===== src/rtl/tex_sampler_if.sv =====
// Request/response bundle between the texture cache and the texture sampler.
// The sampler takes the slave view; whoever feeds it and drains it takes the master view.
interface tex_sampler_if #(
    parameter int NUM_LANES = 1,
    parameter int REQ_INFOW = 1
);
    logic                      req_valid;
    logic [NUM_LANES-1:0]      req_mask;
    logic                      req_filter;
    logic [2:0]                req_format;
    logic [NUM_LANES*2*8-1:0]  req_blends;
    logic [NUM_LANES*4*32-1:0] req_data;
    logic [REQ_INFOW-1:0]      req_info;
    logic                      req_ready;

    logic                      rsp_valid;
    logic [NUM_LANES-1:0]      rsp_mask;
    logic [NUM_LANES*32-1:0]   rsp_data;
    logic [REQ_INFOW-1:0]      rsp_info;
    logic                      rsp_ready;

    modport master (
        output req_valid, req_mask, req_filter, req_format, req_blends, req_data, req_info,
        output rsp_ready,
        input  req_ready,
        input  rsp_valid, rsp_mask, rsp_data, rsp_info
    );

    modport slave (
        input  req_valid, req_mask, req_filter, req_format, req_blends, req_data, req_info,
        input  rsp_ready,
        output req_ready,
        output rsp_valid, rsp_mask, rsp_data, rsp_info
    );
endinterface


===== src/rtl/tex_sampler.sv =====
// Texture sampler: unpacks four raw texels per lane to A8R8G8B8, then applies a
// bilinear blend (or passes texel 0 through in point mode) over a 3-stage valid/ready pipeline.
module tex_sampler #(
    parameter string INSTANCE_ID = "",
    parameter int    NUM_LANES   = 1,
    parameter int    REQ_INFOW   = 1
) (
    input logic          clk,
    input logic          reset,
    tex_sampler_if.slave bus
);

    // Narrow channels are widened by repeating their bits MSB-first, so full scale maps to 0xFF.
    function automatic logic [31:0] unpack_texel(input logic [2:0] fmt, input logic [31:0] raw);
        logic [31:0] px;
        px = '0;
        case (fmt)
            3'd0: px = raw;
            3'd1: px = {8'hFF, raw[15:11], raw[15:13], raw[10:5], raw[10:9], raw[4:0], raw[4:2]};
            3'd2: px = {{8{raw[15]}}, raw[14:10], raw[14:12], raw[9:5], raw[9:7], raw[4:0], raw[4:2]};
            3'd3: px = {{2{raw[15:12]}}, {2{raw[11:8]}}, {2{raw[7:4]}}, {2{raw[3:0]}}};
            3'd4: px = {raw[15:8], {3{raw[7:0]}}};
            3'd5: px = {8'hFF, {3{raw[7:0]}}};
            3'd6: px = {raw[7:0], 24'h000000};
            default: px = '0;
        endcase
        return px;
    endfunction

    function automatic logic [7:0] lerp8(input logic [7:0] a, input logic [7:0] b, input logic [7:0] f);
        logic [16:0] acc;
        acc = 17'(a) * (17'd256 - 17'(f)) + 17'(b) * 17'(f) + 17'd128;
        return 8'(acc >> 8);
    endfunction

    function automatic logic [31:0] lerp_px(input logic [31:0] a, input logic [31:0] b, input logic [7:0] f);
        logic [31:0] r;
        r = '0;
        for (int c = 0; c < 4; c++)
            r[c*8 +: 8] = lerp8(a[c*8 +: 8], b[c*8 +: 8], f);
        return r;
    endfunction

    // The instance name only labels debug traces; it has no effect on the datapath.
    if (INSTANCE_ID == "") begin : g_anonymous
    end else begin : g_named
    end

    logic                      s1_valid, s2_valid, s3_valid;
    logic                      s1_ready, s2_ready, s3_ready;

    logic [NUM_LANES*4*32-1:0] unpacked, s1_texels;
    logic [NUM_LANES*16-1:0]   s1_blends;
    logic                      s1_filter;
    logic [NUM_LANES-1:0]      s1_mask;
    logic [REQ_INFOW-1:0]      s1_info;

    logic [NUM_LANES*32-1:0]   top_next, bot_next, s2_top, s2_bot;
    logic [NUM_LANES*8-1:0]    vfrac_next, s2_vfrac;
    logic                      s2_filter;
    logic [NUM_LANES-1:0]      s2_mask;
    logic [REQ_INFOW-1:0]      s2_info;

    logic [NUM_LANES*32-1:0]   out_next, s3_data;
    logic [NUM_LANES-1:0]      s3_mask;
    logic [REQ_INFOW-1:0]      s3_info;

    // Each stage accepts when empty or when its occupant leaves this cycle, so bubbles collapse.
    assign s3_ready      = ~s3_valid | bus.rsp_ready;
    assign s2_ready      = ~s2_valid | s3_ready;
    assign s1_ready      = ~s1_valid | s2_ready;
    assign bus.req_ready = s1_ready;

    assign bus.rsp_valid = s3_valid;
    assign bus.rsp_data  = s3_data;
    assign bus.rsp_mask  = s3_mask;
    assign bus.rsp_info  = s3_info;

    always_comb begin
        unpacked = '0;
        for (int i = 0; i < NUM_LANES*4; i++)
            unpacked[i*32 +: 32] = unpack_texel(bus.req_format, bus.req_data[i*32 +: 32]);
    end

    always_comb begin
        top_next   = '0;
        bot_next   = '0;
        vfrac_next = '0;
        for (int l = 0; l < NUM_LANES; l++) begin
            if (s1_filter) begin
                top_next[l*32 +: 32] = lerp_px(s1_texels[(l*4+0)*32 +: 32], s1_texels[(l*4+1)*32 +: 32],
                                               s1_blends[l*16 +: 8]);
                bot_next[l*32 +: 32] = lerp_px(s1_texels[(l*4+2)*32 +: 32], s1_texels[(l*4+3)*32 +: 32],
                                               s1_blends[l*16 +: 8]);
            end else begin
                top_next[l*32 +: 32] = s1_texels[(l*4)*32 +: 32];
                bot_next[l*32 +: 32] = s1_texels[(l*4)*32 +: 32];
            end
            vfrac_next[l*8 +: 8] = s1_blends[l*16+8 +: 8];
        end
    end

    always_comb begin
        out_next = '0;
        for (int l = 0; l < NUM_LANES; l++) begin
            if (s2_mask[l])
                out_next[l*32 +: 32] = s2_filter ? lerp_px(s2_top[l*32 +: 32], s2_bot[l*32 +: 32], s2_vfrac[l*8 +: 8])
                                                 : s2_top[l*32 +: 32];
        end
    end

    always_ff @(posedge clk or negedge reset) begin
        if (!reset) begin
            s1_valid  <= 1'b0;
            s1_texels <= '0;
            s1_blends <= '0;
            s1_filter <= 1'b0;
            s1_mask   <= '0;
            s1_info   <= '0;
        end else if (s1_ready) begin
            s1_valid <= bus.req_valid;
            if (bus.req_valid) begin
                s1_texels <= unpacked;
                s1_blends <= bus.req_blends;
                s1_filter <= bus.req_filter;
                s1_mask   <= bus.req_mask;
                s1_info   <= bus.req_info;
            end
        end
    end

    always_ff @(posedge clk or negedge reset) begin
        if (!reset) begin
            s2_valid  <= 1'b0;
            s2_top    <= '0;
            s2_bot    <= '0;
            s2_vfrac  <= '0;
            s2_filter <= 1'b0;
            s2_mask   <= '0;
            s2_info   <= '0;
        end else if (s2_ready) begin
            s2_valid <= s1_valid;
            if (s1_valid) begin
                s2_top    <= top_next;
                s2_bot    <= bot_next;
                s2_vfrac  <= vfrac_next;
                s2_filter <= s1_filter;
                s2_mask   <= s1_mask;
                s2_info   <= s1_info;
            end
        end
    end

    // Output registers hold steady while the consumer stalls.
    always_ff @(posedge clk or negedge reset) begin
        if (!reset) begin
            s3_valid <= 1'b0;
            s3_data  <= '0;
            s3_mask  <= '0;
            s3_info  <= '0;
        end else if (s3_ready) begin
            s3_valid <= s2_valid;
            if (s2_valid) begin
                s3_data <= out_next;
                s3_mask <= s2_mask;
                s3_info <= s2_info;
            end
        end
    end

endmodule

===== src/flat_wrapper.sv =====
// flat-port wrapper written by rule: the top's interface ports become plain ports
module tex_sampler_flat 
#(
    parameter string INSTANCE_ID = "",
    parameter int    NUM_LANES   = 1,
    parameter int    REQ_INFOW   = 1
)
  (clk, reset, bus_req_valid, bus_req_mask, bus_req_filter, bus_req_format, bus_req_blends, bus_req_data, bus_req_info, bus_rsp_ready, bus_req_ready, bus_rsp_valid, bus_rsp_mask, bus_rsp_data, bus_rsp_info);
  tex_sampler_if #(.NUM_LANES(NUM_LANES), .REQ_INFOW(REQ_INFOW)) bus_i ();
  input logic clk;
  input logic reset;
  input wire logic [$bits(bus_i.req_valid)-1:0] bus_req_valid;
  input wire logic [$bits(bus_i.req_mask)-1:0] bus_req_mask;
  input wire logic [$bits(bus_i.req_filter)-1:0] bus_req_filter;
  input wire logic [$bits(bus_i.req_format)-1:0] bus_req_format;
  input wire logic [$bits(bus_i.req_blends)-1:0] bus_req_blends;
  input wire logic [$bits(bus_i.req_data)-1:0] bus_req_data;
  input wire logic [$bits(bus_i.req_info)-1:0] bus_req_info;
  input wire logic [$bits(bus_i.rsp_ready)-1:0] bus_rsp_ready;
  output wire logic [$bits(bus_i.req_ready)-1:0] bus_req_ready;
  output wire logic [$bits(bus_i.rsp_valid)-1:0] bus_rsp_valid;
  output wire logic [$bits(bus_i.rsp_mask)-1:0] bus_rsp_mask;
  output wire logic [$bits(bus_i.rsp_data)-1:0] bus_rsp_data;
  output wire logic [$bits(bus_i.rsp_info)-1:0] bus_rsp_info;
  assign bus_i.req_valid = bus_req_valid;
  assign bus_i.req_mask = bus_req_mask;
  assign bus_i.req_filter = bus_req_filter;
  assign bus_i.req_format = bus_req_format;
  assign bus_i.req_blends = bus_req_blends;
  assign bus_i.req_data = bus_req_data;
  assign bus_i.req_info = bus_req_info;
  assign bus_i.rsp_ready = bus_rsp_ready;
  assign bus_req_ready = bus_i.req_ready;
  assign bus_rsp_valid = bus_i.rsp_valid;
  assign bus_rsp_mask = bus_i.rsp_mask;
  assign bus_rsp_data = bus_i.rsp_data;
  assign bus_rsp_info = bus_i.rsp_info;
  tex_sampler #(.INSTANCE_ID(INSTANCE_ID), .NUM_LANES(NUM_LANES), .REQ_INFOW(REQ_INFOW)) u_core (.clk(clk), .reset(reset), .bus(bus_i));
endmodule

===== config.mk =====
export PLATFORM = sky130hd
export DESIGN_NAME = tex_sampler_flat
export DESIGN_NICKNAME = d
export VERILOG_FILES = /design/src/rtl/tex_sampler_if.sv /design/src/rtl/tex_sampler.sv /design/src/flat_wrapper.sv
export SDC_FILE = /design/constraint.sdc
export NUM_CORES = 2
export LEC_CHECK = 0
export BUFFER_PORTS_ARGS = -buffer_cell sky130_fd_sc_hd__buf_4
export CAP_MARGIN = 30
export CELL_PAD_IN_SITES_DETAIL_PLACEMENT = 1
export CELL_PAD_IN_SITES_GLOBAL_PLACEMENT = 2
export CORE_MARGIN = 3
export CORE_UTILIZATION = 40
export CTS_CLUSTER_DIAMETER = 30
export DETAILED_ROUTE_END_ITERATION = 7
export PLACE_DENSITY_LB_ADDON = 0.1
export SYNTH_ARGS = -nofsm -noshare
export SYNTH_HDL_FRONTEND = slang
export SYNTH_SLANG_ARGS = --single-unit
export TNS_END_PERCENT = 10

===== constraint.sdc =====
create_clock -name clk -period 16.2 [get_ports clk]
set_input_delay 0.81 -clock clk [delete_from_list [all_inputs] [get_ports clk]]
set_output_delay 0.81 -clock clk [all_outputs]
set_load 0.05 [all_outputs]

-- After elaboration in Yosys (flattened, before gate mapping)
Index checks and enable logic that the tools add are counted.
- register bits after elaboration: 259
- bits of input ports: 154
- output and inout bits: 36
- logic and storage cells: 91
- add/subtract/negate cells: 26
- $mul: 24
- eq/ne operators: 6
- mux-type cells: 8
- bitwise logic cells: 6
- reductions and logical operators: 4
- operator list (kind ; count):
    32-bit case mux with 7 select lines ; 4
    8-bit by 17-bit multiplier with 16-bit output ; 12
    16-bit adder ; 12
    16-bit by 8-bit adder with 16-bit output, second input constant ; 12
    8-bit by 8-bit multiplier with 16-bit output ; 12
    32-bit 2-to-1 mux ; 4
    9-bit by 8-bit subtractor with 10-bit output, first input constant ; 2
    3-bit equality test, second input constant ; 3
    3-bit by 2-bit equality test with 1-bit output, second input constant ; 2
    2-bit AND reduction ; 3
    3-bit by 1-bit equality test with 1-bit output, second input constant ; 1
    3-bit logical NOT ; 1
    1-bit inverter ; 3
    1-bit bitwise OR ; 3

-- Logic depth before layout (Yosys ltp)
- depth in word-level cells: 6
- depth in mapped cells: 28
- depth with buffers taken out: 26

-- Least setup slack after synthesis
OpenSTA, ideal clock, no wires.
- path type: flip-flop to flip-flop
- from: reg u_core.s1_blends[0]
- to: reg u_core.s2_top[6]
- library setup time: 0.123 ns
- arrival: 6.545 ns
- required time: 16.077 ns
- path slack: 9.532 ns
- stages on the path, launching flop included: 27
- path buffers: 3
- clock period less this slack: 6.668 ns
- cells stage by stage: dfrtp_1 > buf_4 > inv_2 > ha_1 > nand2_1 > or3_1 > nor3_4 > clkbuf_1 > buf_2 > nand2_1 > fa_1 > fa_1 > inv_1 > fa_1 > fa_1 > fa_1 > inv_1 > fa_1 > inv_1 > ha_1 > and3_1 > a21oi_1 > nand2_1 > o41ai_2 > o21ai_1 > o21a_1 > o221a_1
- longest elaborated chain between the ends: 5
- elaborated cells on any way between the ends: 6
- those cells by class: 3 x add/sub; 2 x mul; 1 x mux
- ends and longest elaborated chain (element ; line ; RTL):
    start: declaration ; tex_sampler.sv:53 ; logic [NUM_LANES*16-1:0] s1_blends;
    start signal: assignment ; tex_sampler.sv:124 ; s1_blends <= bus.req_blends;
    9-bit by 8-bit subtractor with 10-bit output ; tex_sampler.sv:32 ; acc = 17'(a) * (17'd256 - 17'(f)) + 17'(b) * 17'(f) + 17'd128;
    8-bit by 17-bit multiplier with 16-bit output ; tex_sampler.sv:32 ;
    16-bit adder * ; tex_sampler.sv:32 ;
    16-bit by 8-bit adder with 16-bit output * ; tex_sampler.sv:32 ;
    32-bit 2-to-1 mux * ; tex_sampler.sv:90 ; if (s1_filter) begin
    end signal: assignment ; tex_sampler.sv:144 ; s2_top <= top_next;
    end: declaration ; tex_sampler.sv:58 ; logic [NUM_LANES*32-1:0] top_next, bot_next, s2_top, s2_bot;
Mark *: on every way between the ends. The rest lies on a longest branch, timed or not.
A chain may end at the register's enable or synchronous reset.

-- Worst setup path in the final report
- from: reg u_core.s1_blends[0]
- to: reg u_core.s2_bot[11]
- longest elaborated chain between the ends: 5
- elaborated cells on any way between the ends: 6
- those cells by class: 3 x add/sub; 2 x mul; 1 x mux
- ends and longest elaborated chain (element ; line ; RTL):
    9-bit by 8-bit subtractor with 10-bit output ; tex_sampler.sv:32 ;
    8-bit by 17-bit multiplier with 16-bit output ; tex_sampler.sv:32 ;
    16-bit adder * ; tex_sampler.sv:32 ;
    16-bit by 8-bit adder with 16-bit output * ; tex_sampler.sv:32 ;
    32-bit 2-to-1 mux * ; tex_sampler.sv:90 ;
    end signal: assignment ; tex_sampler.sv:145 ; s2_bot <= bot_next;
    end: declaration ; tex_sampler.sv:58 ;
Marks and branches as above.

==> metrics.md <==
| Metric | Value |
|---|---|
| Quantity of I/O buffers inserted on ports | `between 150 and 200` |
| Max-Cap Viols | `0` |
| Placed Area | `a little over 70000 um^2` |
| End of the worst hold path | `u_core.s1_blends[15]` |
| Worst Hold Class | `in2reg` |
| Layout cell share with drive strength beyond 1 | `0.06711` |
| Multi-input logic area | `52790 um^2` |
| R2r setup slk | `around 8.1 ns` |
| Final setup violation count | `0` |
| Most common cell in the synthesized netlist | `inv_1` |
| Top flip-flop cell by instance count after synthesis | `dfrtp_1` |
| GPL Wtd Cong | `0.8449` |
| DRT Pass-1 Iters | `7` |
| Adder and majority gate portion of the synthesized area | `0.5013` |
| GRT overflow | `0` |
| H-tree levels | `3` |
| Setup TNS | `0 ns` |
| Most common cell on crit path | `fa_1` |
| Vias per cell | `5.149` |
| Chip Height | `around 420 um` |
| EDFF count, synth | `0` |
| Largest family of logic cells by synthesized area | `adder cells` |
| First DRT Iteration DRCs | `2404` |
| Post-synth cell types | `73` |
| Seq/Total Area, Yosys | `0.09611` |
| Net Count, Synth | `9850` |
| Largest net degree at the start of global routing | `81` |
| First-pass GRT wire length | `around 350000 um` |
| Largest delay share family, worst path | `adder cells` |
| CTS Sinks | `259` |
| Hold path start | `bus_req_blends[15]` |
| Num CTS Buffers | `86` |
| Synth Register Bits | `between 200 and 300` |
| WP data arrival | `8.75 ns` |
| Slowest library cell on the worst path | `dfrtp_4` |
| Routed vias | `51.22k` |
| Met3 usage | `0.03670` |
| R2R Path Start | `u_core.s1_blends[0]` |
| Crit path max fanout | `58` |
| # fillers | `19.51k` |
| Leading area contributor after synthesis | `fa_1` |
| Critical Path Start Type | `flip-flop` |
| Post-synthesis mux area share | `0.01839` |
| Die area | `173600 um^2` |
| Max Slew Vio Count | `0` |
| Fin Hold WS | `0.3075 ns` |
| Synth top area cells | `fa_1 (36%), ha_1 (15%), and2_1 (10%)` |
| Setup Fix Bufs, Post-CTS | `0` |
| FP Rows | `150` |
| Fin util | `0.4429` |
| Clk Latency, worst-skew pair | `0.71 ns` |
| CTS tree | `built` |
| Post_cts resized | `0` |
| Syn Inst Count | `roughly 7.7k` |
| Relative max-transition margin | `0.3271` |
| Fmax | `122.9 MHz` |
| CP Class | `reg2reg` |
| Syn_area_per_cell | `8.742 um^2` |
| Floorplan core area | `approximately 170000 um^2` |
| Post-synth ARST share | `1.000` |
| Initial antenna violation count | `10` |
| CP Capture Type | `flip-flop` |
| Required @ worst endpoint | `16.81 ns` |
| Simple-Gate Fraction of Synth Area | `0.1754` |
| Warnings from Yosys | `0` |
| Area Overhead vs Synth | `9.941%` |
| Min Clock Period, post-route | `8.139 ns` |
| Cell at the root of the clock tree | `clkbuf_16` |
| Outcome | `finished, final reports clean` |
| GR Util met1 | `0.3671` |
| Final hold viol count | `0` |
| Synth top area share | `0.3562` |
| Met2 usage | `0.4493` |
| Nets | `between 9k and 10k` |
| Post-cts hold buffer count | `1` |
| Tcrit/Tclk final | `0.5024` |
| Reg-to-Reg End | `u_core.s2_bot[11]` |
| Clock slew at reported path FFs | `~0.040 ns` |
| Final instance area | `74140 um^2` |
| Hold depth | `3` |
| RSZ-0062 raised after global routing | `false` |
| Buf/Inv on CP | `7` |
| XOR/XNOR share of the synthesized area | `0.02247` |
| Number of global-route vias before repair | `58.19k` |
| Global routing's busiest layer | `met2` |
| Wire length per cell | `22.69 um` |
| Clk_skew | `0.04782 ns` |
| Compound-gate portion of the synthesized area | `0.06288` |
| Worst-Margin Slew | `roughly 1.0 ns` |
| Die X-Extent | `416.6 um` |
| CP peak stage delay | `0.72 ns` |
| R2R depth | `26` |
| Post-DRT Antenna Nets | `0` |
| Starting Density | `0.4028` |
| Drt drc | `0` |
| Ports | `190` |
| Reg area | `6496 um^2` |
| Clk buf depth | `3` |
| GRT Util Overall | `0.2671` |
| Synth cell count leaders | `inv_1 (1785), fa_1 (1200), and2_1 (1077), nand2_1 (846), ha_1 (782)` |
| Post-synth design cell area | `between 60000 and 70000 um^2` |
| Detailed Place HPWL | `between 150000 and 200000 um` |
| WL final | `~230000 um` |
## worst register-to-register path, stage by stage, from the launching register on
cell     delay [ns]
dfrtp_4        0.72
inv_2          0.18
ha_2           0.21
nand2_1        0.14
or3_1          0.48
xor2_4         0.16
buf_4          0.53
buf_4          0.52
and2_1         0.26
fa_1           0.40
inv_1          0.08
fa_1           0.44
fa_1           0.52
inv_1          0.05
fa_1           0.50
fa_1           0.50
inv_1          0.05
fa_1           0.47
inv_1          0.04
ha_1           0.32
and3_1         0.18
a21oi_1        0.26
nand2_1        0.13
o21a_1         0.20
nor2_1         0.43
a21oi_1        0.15
o21ai_1        0.13
## cell type report
type,instances,share of cell area
multi-input cells,5247,0.7121
clock inverters,53,0.01153
clock buffers,107,0.03158
repair buffers,281,0.02920
flip-flops and latches,259,0.08762
well taps,2204,0.03720
inverters,1787,0.09047
diodes,10,0.0003375
## sequential cells by signal (all words and copies together), names as in the netlist, 8 cells and up
name,cells
u_core.s2_bot,32
u_core.s2_top,32
u_core.bus.rsp_data,32
u_core.s1_blends,16
u_core.s1_texels,128
u_core.s2_vfrac,8
## cells in the final DEF, fill, tap and decap left out, types with 11 or more instances in the layout
cell type	count
nor3_1	28
o21ai_1	45
ha_1	780
nand3_1	29
nand4_1	20
clkbuf_16	86
a21o_1	15
nor2b_1	27
xnor2_1	113
clkinv_2	22
a21oi_1	247
clkbuf_8	11
o211ai_1	30
bufinv_16	17
a22oi_1	37
mux2i_1	53
nor2_1	214
mux4_2	31
and2_1	1077
buf_4	276
a221oi_1	26
o21a_1	41
a31oi_1	19
inv_1	1785
nand2_1	843
xor2_1	48
dfrtp_1	249
nand2b_1	17
o21ai_0	128
a211oi_1	11
o22ai_1	14
fa_1	1200
and3_1	28
## layer usage
metal | routed length [um] | vias to the layer above
li1 | - | 23040
met1 | 104200 | 27030
met5 | 34 | -
met4 | 4824 | 4
met2 | 106500 | 929
met3 | 10180 | 219
## kinds of logic (layout without fill, tap and decap cells)
kind of cell	count (synthesis)	after routing
compound gates	685	685
xor+xnor	173	173
fa+ha+maj	1982	1982
buf+inv	2208	2228
flops	259	259
mux	85	85
other cells	0	10
simple gates	2322	2322
## how the worst max path moves through the flow
| stage | from | to | slack [ns] | cells past startpoint |
|---|---|---|---|---|
| final | u_core.s1_blends[0] | u_core.s2_bot[11] | 8.06 | 26 |
| after global routing | u_core.s1_blends[0] | u_core.s2_bot[11] | 7.66 | 26 |
| after CTS | u_core.s1_blends[0] | u_core.s2_bot[11] | 8.00 | 25 |
| after detailed placement | u_core.s1_blends[0] | u_core.s2_bot[11] | 8.00 | 25 |
| after global placement | u_core.s1_blends[0] | u_core.s2_bot[27] | 8.19 | 24 |
| after floorplan | u_core.s1_blends[0] | u_core.s2_top[6] | 9.53 | 26 |
## per-stage QoR
step / cells / worst slack [ns]
2_1_floorplan: 7714 / 9.532
3_5_place_dp: 9776 / 8.003
4_1_cts: 9937 / 7.997
3_3_place_gp: 9775 / 8.189
5_1_grt: 9938 / 7.659
6_report: 9948 / 8.061
Power is left out: the tool's default activity adds up to more than one toggle a clock period on the data nets, which glitch-free logic cannot reach.
